<file path="src/rtl/uart_tx_arbiter.sv">
// Packet-granular round-robin arbiter feeding one UART TX driver; 4 cycles per byte, 2 cycles req->readclk, stalls in ISSUE while downstream_rdy=0.
// Optional per-grant byte cap enabled by `define UART_ARB_MAXLEN_EN (cap = MAX_PKT_LEN).
module uart_tx_arbiter #(
    parameter int NUM_REQ     = 2,
    parameter int MAX_PKT_LEN = 64
) (
    input  logic                 clk,
    input  logic                 rst,
    input  logic [NUM_REQ-1:0]   req,
    output logic [NUM_REQ-1:0]   readclk,
    input  logic [NUM_REQ-1:0]   inclk,
    input  logic [8*NUM_REQ-1:0] in,
    input  logic [NUM_REQ-1:0]   in_last,
    input  logic                 downstream_rdy,
    output logic [7:0]           out,
    output logic                 outclk,
    output logic                 out_last,
    output logic [NUM_REQ-1:0]   grant,
    output logic                 busy
);
    localparam int GW = (NUM_REQ > 1) ? $clog2(NUM_REQ) : 1;

    typedef enum logic [1:0] {S_IDLE, S_ISSUE, S_WAIT, S_SEND} state_t;

    state_t             r_state;
    state_t             w_state_nxt;
    logic [GW-1:0]      r_gidx;
    logic [GW-1:0]      r_last_grant;
    logic [GW-1:0]      w_pick_idx;
    logic               w_pick_vld;
    logic [NUM_REQ-1:0] r_grant;
    logic [NUM_REQ-1:0] r_readclk;
    logic [NUM_REQ-1:0] w_readclk_nxt;
    logic [7:0]         r_out;
    logic               r_outclk;
    logic               r_out_last;
    logic               w_take;
    logic               w_cap;
    logic               w_cut;
    logic [7:0]         w_byte;

`ifdef UART_ARB_MAXLEN_EN
    localparam int CW = $clog2(MAX_PKT_LEN + 1);
    logic [CW-1:0] r_byte_cnt;

    assign w_cap = ((r_byte_cnt + CW'(1)) == CW'(MAX_PKT_LEN));

    always_ff @(posedge clk or posedge rst) begin
        if (rst) begin
            r_byte_cnt <= '0;
        end else if (r_state == S_IDLE) begin
            r_byte_cnt <= '0;
        end else if (w_take) begin
            r_byte_cnt <= r_byte_cnt + CW'(1);
        end
    end
`else
    logic w_unused_maxlen;
    assign w_unused_maxlen = (MAX_PKT_LEN != 0);
    assign w_cap           = 1'b0;
`endif

    // Highest k assigned first so the nearest requester after last_grant wins.
    always_comb begin
        logic [GW-1:0] v_idx;
        v_idx      = '0;
        w_pick_vld = 1'b0;
        w_pick_idx = '0;
        for (int k = NUM_REQ; k >= 1; k--) begin
            v_idx = GW'((int'(r_last_grant) + k) % NUM_REQ);
            if (req[v_idx]) begin
                w_pick_vld = 1'b1;
                w_pick_idx = v_idx;
            end
        end
    end

    assign w_byte = in[{r_gidx, 3'b000} +: 8];
    assign w_take = (r_state == S_WAIT) && inclk[r_gidx];
    assign w_cut  = in_last[r_gidx] | w_cap;

    always_ff @(posedge clk or posedge rst) begin
        if (rst) r_state <= S_IDLE;
        else     r_state <= w_state_nxt;
    end

    always_comb begin
        w_state_nxt = r_state;
        case (r_state)
            S_IDLE:  if (w_pick_vld)     w_state_nxt = S_ISSUE;
            S_ISSUE: if (downstream_rdy) w_state_nxt = S_WAIT;
            S_WAIT:  if (w_take)         w_state_nxt = S_SEND;
            S_SEND:  w_state_nxt = r_out_last ? S_IDLE : S_ISSUE;
            default: w_state_nxt = S_IDLE;
        endcase
    end

    always_comb begin
        w_readclk_nxt = '0;
        if ((r_state == S_ISSUE) && downstream_rdy) begin
            w_readclk_nxt = r_grant;
        end
    end

    always_ff @(posedge clk or posedge rst) begin
        if (rst) begin
            r_readclk    <= '0;
            r_outclk     <= 1'b0;
            r_out_last   <= 1'b0;
            r_out        <= '0;
            r_grant      <= '0;
            r_gidx       <= '0;
            r_last_grant <= GW'(NUM_REQ - 1);
        end else begin
            r_readclk  <= w_readclk_nxt;
            r_outclk   <= w_take;
            r_out_last <= w_take ? w_cut : 1'b0;
            if (w_take) begin
                r_out <= w_byte;
            end
            if ((r_state == S_IDLE) && w_pick_vld) begin
                r_gidx  <= w_pick_idx;
                r_grant <= NUM_REQ'(1) << w_pick_idx;
            end
            // out_last is still high during SEND and tells us the grant is over.
            if ((r_state == S_SEND) && r_out_last) begin
                r_last_grant <= r_gidx;
                r_grant      <= '0;
            end
        end
    end

    assign readclk  = r_readclk;
    assign outclk   = r_outclk;
    assign out_last = r_out_last;
    assign out      = r_out;
    assign grant    = r_grant;
    assign busy     = (r_state != S_IDLE);

endmodule
</file>
<file path="config.mk">
export PLATFORM = sky130hd
export DESIGN_NAME = uart_tx_arbiter
export DESIGN_NICKNAME = d
export VERILOG_FILES = /design/src/rtl/uart_tx_arbiter.sv
export SDC_FILE = /design/constraint.sdc
export NUM_CORES = 1
export LEC_CHECK = 0
export BUFFER_PORTS_ARGS = -buffer_cell sky130_fd_sc_hd__buf_2
export CAP_MARGIN = 20
export CORE_MARGIN = 4
export CORE_UTILIZATION = 45
export CTS_CLUSTER_DIAMETER = 100
export DETAILED_ROUTE_END_ITERATION = 7
export PLACE_DENSITY_LB_ADDON = 0.3
export SLEW_MARGIN = 20
export SYNTH_ARGS = -nofsm -noshare
export SYNTH_HDL_FRONTEND = slang
export SYNTH_SLANG_ARGS = --single-unit
export TNS_END_PERCENT = 10
</file>
<file path="constraint.sdc">
create_clock -name clk -period 3.6 [get_ports clk]
set_clock_uncertainty 0.1 [all_clocks]
set_input_delay 0.54 -clock clk [delete_from_list [all_inputs] [get_ports clk]]
set_output_delay 0.54 -clock clk [all_outputs]
set_load 0.02 [all_outputs]
</file>
==> results of run 1 <==
-- registers in the layout, indices dropped and copies added (netlist names) --
name          count
out               8
grant             2
r_state           2
readclk           2
out_last          1
outclk            1
r_gidx            1
r_last_grant      1
-- Yosys cell counts, drive strengths merged --
cell | n | area (sq um)
and3 | 2 | 12.5
a21oi | 6 | 30.0
nor2 | 2 | 7.51
dfrtp | 17 | 425
buf | 3 | 13.8
o21ai | 10 | 50.0
inv | 8 | 30.0
dfstp | 1 | 26.3
mux2i | 10 | 100
a222oi | 1 | 10.0
a21o | 1 | 7.51
ha | 5 | 62.6
a211oi | 1 | 7.51
mux2 | 1 | 11.3
nand2b | 1 | 6.26
a22oi | 1 | 7.51
nand2 | 12 | 45.0
-- cell families (layout without fill, tap and decap cells) --
| logic type | Yosys count | after routing | synth area share |
|---|---|---|---|
| AO/OA/AOI/OAI | 20 | 20 | 0.132 |
| adder cells (fa/ha/maj) | 5 | 5 | 0.0733 |
| buffers and inverters | 11 | 51 | 0.0513 |
| flip-flops | 18 | 18 | 0.529 |
| multiplexers | 11 | 11 | 0.131 |
| AND/OR/NAND/NOR | 17 | 17 | 0.0836 |
-- how the worst min path moves through the flow --
stage | startpoint | to | slack (ns) | cells past startpoint
final | rst | grant[0] | 0.22 | 2
after global routing | rst | readclk[0] | 0.29 | 2
after CTS | rst | grant[0] | 0.25 | 2
after detailed placement | out[7] | out[7] | 0.37 | 2
after global placement | out[5] | out[5] | 0.36 | 2
after floorplan | rst | grant[0] | 0.38 | 1
-- layer usage --
metal  vias up  track usage
li1        359            -
met2        39        0.242
met3        10       0.0315
met4         0       0.0393
met5         -            0
met1       324        0.185
-- area by class of cell --
cell class | instances | area, sq um
Inverter | 8 | 30.0
Clock buffer | 4 | 36.3
Tap cell | 25 | 31.3
Timing Repair Buffer | 39 | 195
Multi-Input combinational cell | 53 | 358
Fill cell | 167 | 662
Sequential cell | 18 | 452
-- power by group through the flow --
stage	clock network [mW]	registers, mW	logic, mW
floorplan	0	0.418	0.243
global placement	0	0.367	0.404
detailed placement	0	0.374	0.415
CTS	0.125	0.369	0.416
global route	0.135	0.382	0.459
finish	0.123	0.367	0.412
-- critical path, cell delays in order, from the launching register on --
cell                       delay, ns
sky130_fd_sc_hd__dfrtp_1        0.72
sky130_fd_sc_hd__mux2i_1        0.30
sky130_fd_sc_hd__nand2b_1       0.53
sky130_fd_sc_hd__o21ai_1        0.18
==> results.md, run 1 <==
| Metric | Value | Unit |
| --- | --- | --- |
| Run status | finished, final reports clean | - |
| Setup repair after global routing missed its margin | false | - |
| Reg-to-reg slack, setup | 1.63 | ns |
| Detail Route Antenna Nets | 0 | - |
| Tot Pwr | 902 | uW |
| Global-route wire length before repair | 2890 | microns |
| Sequential element share of the synthesized area | 0.529 | - |
| # Post-CTS Setup Buffers | 0 | - |
| Die footprint | 0.00266 | sq mm |
| Worst-case clock buffer depth | 2 | - |
| Upper clock frequency limit | 507 | MHz |
| Final core utilization | 0.625 | - |
| Die height | 51.5 | microns |
| Combinational fraction of design power | 0.456 | - |
| Count of state elements after synthesis | 18 | - |
| Int Power | 523 | uW |
| Most frequent standard cell in the layout excluding fill and tap cells | sky130_fd_sc_hd__buf_2 | - |
| Antenna violations before repair | 0 | - |
| Leakage power figure | 0.628 | nW |
| Net count of the finished layout | 153 | - |
| Number of detailed-route iterations in the first pass | 4 | - |
| Clock network power share | 0.136 | - |
| Worst reg2reg path startpoint | r_gidx | - |
| Clock-pin slew on the worst setup and hold paths | 0.11 | ns |
| Floorplan core area | 0.00176 | sq mm |
| Detail-routed via count per cell | 4.98 | - |
| Slew Viols, Final | 0 | - |
| Top-Level Pins | 40 | - |
| Number of buffers added on ports | 39 | - |
| Final weighted congestion in routability-driven placement | 0.843 | - |
| Site row count | 15 | - |
| Vias | 732 | - |
| Power dissipated by switching net loads | 379 | uW |
| Final critical-path required period | 1.97 | ns |
| Highest layer used for signal routing | met4 | - |
| Non-Filler Cell Area, Final | 0.00110 | sq mm |
| CTS root buf | sky130_fd_sc_hd__clkbuf_4 | - |
| Routed wire per std cell | 12.0 | microns |
| Count of unresolved DRC violations after routing | 0 | - |
| Wire length after detailed routing | 1760 | microns |
| Worst setup path end | out[3] | - |
| Required @ worst endpoint | 3.65 | ns |
| Number of instances in the synthesized netlist | 82 | - |
| R2R depth | 3 | - |
| Number of buffers inserted during clock tree synthesis | 3 | - |
| Critical path launch point | r_gidx | - |
| Setup slack after layout | 1.63 | ns |
| Initial core utilization | 0.484 | - |
| Total standard cell area after synthesis | 853 | sq um |
| Fraction of final layout cells sized beyond drive strength 1 | 0.377 | - |
| Number of buffers inserted for hold repair after clock tree synthesis | 0 | - |
| Placed instance count | 143 | - |
| Final cell count without fillers | 147 | - |
| H-Tree Depth | 1 | - |
| Synth cell types | 20 | - |
| Maximum capacitance violations | 0 | - |
| Critical Path End Type | register | - |
| Endpoint of the worst-slack reg-to-reg timing path | out[3] | - |
| DR iter-0 viols | 24 | - |
| Crit share post-route | 0.548 | - |
| CP Launch Type | register | - |
| Kind of critical path | reg -> reg | - |
| Hold Fails Final Rpt | 0 | - |
| Placed standard-cell area | 0.00107 | sq mm |
| Antenna fix cells | 0 | - |
| Net Sw Frac | 0.420 | - |
| Setup total negative slack | 0 | ns |
| Area growth from synthesis to final layout | 29.2 | % |
| Mean instance size in the synthesized netlist | 10.4 | sq um |
| Hold crit path type | in -> async | - |
| Cells resized by post-CTS repair | 0 | - |
| Clock tree sinks | 18 | - |
| Number of nets in the synthesized netlist | 112 | - |
| Overall global routing resource usage | 0.143 | - |
| Final number of setup-violating endpoints | 0 | - |
| Ys Warns | 0 | - |
| Via count of the first global-routing pass | 679 | - |
| Commonest cells after routing, fill and taps aside | 39 x sky130_fd_sc_hd__buf_2, 17 x sky130_fd_sc_hd__dfrtp_1, 12 x sky130_fd_sc_hd__nand2_1 | - |
| Maximum number of pins on one net before global-route repair | 19 | - |
| Maximum ir drop on the vdd rail | 0.393 | mV |
| Overflow after GRT | 0 | - |
| Die width | 51.5 | microns |
| Worst-Skew Late Latency | 0.28 | ns |
| Sequential share of power | 0.407 | - |
| Final hold slack | 0.223 | ns |
| Met1 layer wirelength in the final routing | 758 | microns |
| Worst Tran Pin Value | 0.648 | ns |
| Pwr per Cell Area | 818 | mW/mm^2 |
| TritonCTS clock tree | done | - |
| DR WL met3 | 149 | microns |
| Worst slew margin relative to its limit | 0.568 | - |
| Met2 wirelength from detailed routing | 820 | microns |
| Data arrival time of the critical path | 2.02 | ns |
| Detailed-placement wirelength estimate | 1350 | microns |
| CP Max Fanout | 18 | - |
| Minimum setup slack after placement | 1.60 | ns |
Power figures use the tool's default switching activity.
==> inputs of run 2 (changes only) <==
--- a/config.mk
+++ b/config.mk
@@ -5,10 +5,11 @@
 export SDC_FILE = /design/constraint.sdc
 export NUM_CORES = 1
 export LEC_CHECK = 0
+export ABC_AREA = 1
 export BUFFER_PORTS_ARGS = -buffer_cell sky130_fd_sc_hd__buf_2
 export CAP_MARGIN = 20
 export CORE_MARGIN = 4
-export CORE_UTILIZATION = 45
+export CORE_UTILIZATION = 42
 export CTS_CLUSTER_DIAMETER = 100
 export DETAILED_ROUTE_END_ITERATION = 7
 export PLACE_DENSITY_LB_ADDON = 0.3
==> constraint.sdc (replaced) <==
create_clock -name clk -period 1.8 [get_ports clk]
set_clock_uncertainty 0.1 [all_clocks]
set_input_delay 0.27 -clock clk [delete_from_list [all_inputs] [get_ports clk]]
set_output_delay 0.27 -clock clk [all_outputs]
set_load 0.02 [all_outputs]
==> results.md, run 2 <==
| Metric | Value | Unit |
| --- | --- | --- |
| Required @ worst endpoint | 1.43 | ns |
| Number of flip-flops under the largest register name | 8 | - |
| Wire length after detailed routing | 2180 | microns |
| Kind of critical path | reg -> out | - |
| Net count of the finished layout | 195 | - |
| Maximum ir drop on the vdd rail | 0.726 | mV |
| Initial core utilization | 0.462 | - |
| Clock tree sinks | 18 | - |
| Filler Cells Inserted | 196 | - |
| Final core utilization | 0.594 | - |
| H-Tree Depth | 1 | - |
| Leakage power figure | 0.727 | nW |
| Die footprint | 0.00307 | sq mm |
| Global-route wire length before repair | 3800 | microns |
| Clock-pin slew on the worst setup and hold paths | 0.10 | ns |
| Most frequent standard cell in the layout excluding fill and tap cells | sky130_fd_sc_hd__nand2_1 | - |
| Number of buffers added on ports | 39 | - |
| Footprint of the multi-input gates | 429 | sq um |
| Critical Path End Type | output pin | - |
| Overall global routing resource usage | 0.152 | - |
| Predominant post-synthesis flop cell | sky130_fd_sc_hd__dfrtp_1 | - |
| Worst-case clock buffer depth | 2 | - |
| Final number of setup-violating endpoints | 0 | - |
| Most frequent cell on the critical path | sky130_fd_sc_hd__inv_1 | - |
| Antenna fix cells | 0 | - |
| Setup total negative slack | 0 | ns |
| Die width | 55.4 | microns |
| Hold crit path type | in -> reg | - |
| Detail-routed via count per cell | 4.63 | - |
| Largest incremental delay on the critical path | 0.43 | ns |
| Site row count | 16 | - |
| Data arrival time of the critical path | 1.29 | ns |
| Number of buffers inserted during clock tree synthesis | 3 | - |
| Floorplan core area | 0.00204 | sq mm |
| Number of nets in the synthesized netlist | 151 | - |
| Share of async-settable or async-resettable flops after synthesis | 1.00 | - |
| Die height | 55.4 | microns |
| Critical path cell sequence | inv_1 -> ha_1 -> inv_1 -> buf_2 | - |
| Critical-path cell with the highest stage delay | sky130_fd_sc_hd__dfrtp_1 | - |
| Hold Fails Final Rpt | 0 | - |
| Mean instance size in the synthesized netlist | 7.80 | sq um |
| CP Max Fanout | 5 | - |
| Final critical-path required period | 1.66 | ns |
| Commonest cells after routing, fill and taps aside | 59 x sky130_fd_sc_hd__nand2_1, 39 x sky130_fd_sc_hd__buf_2, 17 x sky130_fd_sc_hd__dfrtp_1 | - |
| Placed instance count | 186 | - |
| Number of instances in the synthesized netlist | 121 | - |
| Vias | 884 | - |
| Pwr per Cell Area | 1620 | mW/mm^2 |
| Detail Route Antenna Nets | 0 | - |
| Crit share post-route | 0.920 | - |
| Ranking of synthesized cells by instance count | 59 x sky130_fd_sc_hd__nand2_1, 17 x sky130_fd_sc_hd__dfrtp_1, 10 x sky130_fd_sc_hd__inv_1, 10 x sky130_fd_sc_hd__o21ai_0 | - |
| Maximum number of pins on one net before global-route repair | 19 | - |
| CTS root buf | sky130_fd_sc_hd__clkbuf_4 | - |
| Area share of the largest cell type after synthesis | 0.451 | - |
| Cell accounting for the most synthesized area | sky130_fd_sc_hd__dfrtp_1 | - |
| Worst-Skew Late Latency | 0.29 | ns |
| Final weighted congestion in routability-driven placement | 0.786 | - |
| Slew Viols, Final | 0 | - |
| Count of unresolved DRC violations after routing | 0 | - |
| Via count of the first global-routing pass | 927 | - |
| Register Area | 452 | sq um |
| Run status | finished, final reports clean | - |
| Count of state elements after synthesis | 18 | - |
| Overflow after GRT | 0 | - |
| Top-Level Pins | 40 | - |
| Sequential element share of the synthesized area | 0.479 | - |
| Final cell count without fillers | 191 | - |
| Tot Pwr | 1.96 | mW |
| Area growth from synthesis to final layout | 28.5 | % |
| CP Launch Type | register | - |
| Ys Warns | 0 | - |
| Antenna violations before repair | 0 | - |
| Maximum capacitance violations | 0 | - |
| TritonCTS clock tree | done | - |
| Total standard cell area after synthesis | 943 | sq um |
| Worst Tran Pin Value | 0.676 | ns |
| Ranking of synthesized cells by area | sky130_fd_sc_hd__dfrtp_1 45%, sky130_fd_sc_hd__nand2_1 23%, sky130_fd_sc_hd__ha_1 6.6% | - |
| DR iter-0 viols | 11 | - |
| Fraction of final layout cells sized beyond drive strength 1 | 0.287 | - |
| Setup slack after layout | 0.145 | ns |
| Leading cell type by number of instances after synthesis | sky130_fd_sc_hd__nand2_1 | - |
| Worst slew margin relative to its limit | 0.549 | - |
| Upper clock frequency limit | 604 | MHz |
| Setup repair after global routing missed its margin | false | - |
| Routed wire per std cell | 11.4 | microns |
| Detailed-placement wirelength estimate | 1790 | microns |
| Minimum setup slack after placement | 0.205 | ns |
| Synth cell types | 17 | - |
| Number of synthesized flops with an enable pin | 0 | - |
| Number of detailed-route iterations in the first pass | 4 | - |
==> run 2: area by class of cell <==
class / instances / share of cell area
multi-input cells: 89 / 0.354
flip-flops and latches: 18 / 0.373
clock buffers: 4 / 0.0299
inverters: 11 / 0.0341
repair buffers: 42 / 0.182
well taps: 27 / 0.0279
==> run 2: kinds of logic (layout without fill, tap and decap cells) <==
| kind of cell | after synthesis | after routing | synth area share |
|---|---|---|---|
| buffers and inverters | 14 | 57 | 0.0663 |
| AND/OR/NAND/NOR | 71 | 71 | 0.314 |
| adder cells (fa/ha/maj) | 5 | 5 | 0.0663 |
| flip-flops | 18 | 18 | 0.479 |
| AO/OA/AOI/OAI | 13 | 13 | 0.0743 |
==> run 2: layer usage <==
metal  wire, microns  share of wire  track usage
met5               0              0            0
met4              38          0.017       0.0764
met3             111          0.051       0.0350
met2            1110           0.51        0.277
met1             914           0.42        0.160
==> run 2: through the flow <==
stage / cell area [sq um] / hold WS, ns
after floorplan: 943 / 0.108
after global placement: 1170 / 0.299
after detailed placement: 1170 / 0.306
after CTS: 1210 / 0.121
after global routing: 1210 / 0.133
final: 1210 / 0.129
==> run 2: repair_timing <==
item	4_1_cts	5_1_grt
gates resized for setup	0	0
hold buffers	1	0
buffers inserted	0	0
endpoints found under the hold margin	17	0
==> run 2: where the power goes <==
part	internal, mW	leakage [nW]	switching [mW]
clock	0.123	0.0210	0.126
sequential	0.573	0.226	0.104
combinational	0.352	0.480	0.680
total	1.05	0.727	0.910
==> run 2: path summary, 6_finish.rpt <==
check                                to         start  cells past startpoint  slack (ns)
min reg2reg                r_last_grant  r_last_grant                      2        0.41
max                                busy    r_state[0]                      4        0.14
max in group asynchronous    r_state[1]           rst                      3        0.66
min                            out_last    in_last[1]                      3        0.13
min in group asynchronous        out[7]           rst                      3        0.51
max reg2reg                      out[2]    r_state[0]                      6        0.20
==> run 2: worst max-delay path, delay by kind of cell (launching register included) <==
kind	cells	cell delay (ns)
fa+ha+maj	1	0.22
buf+inv	3	0.34
flops	1	0.43
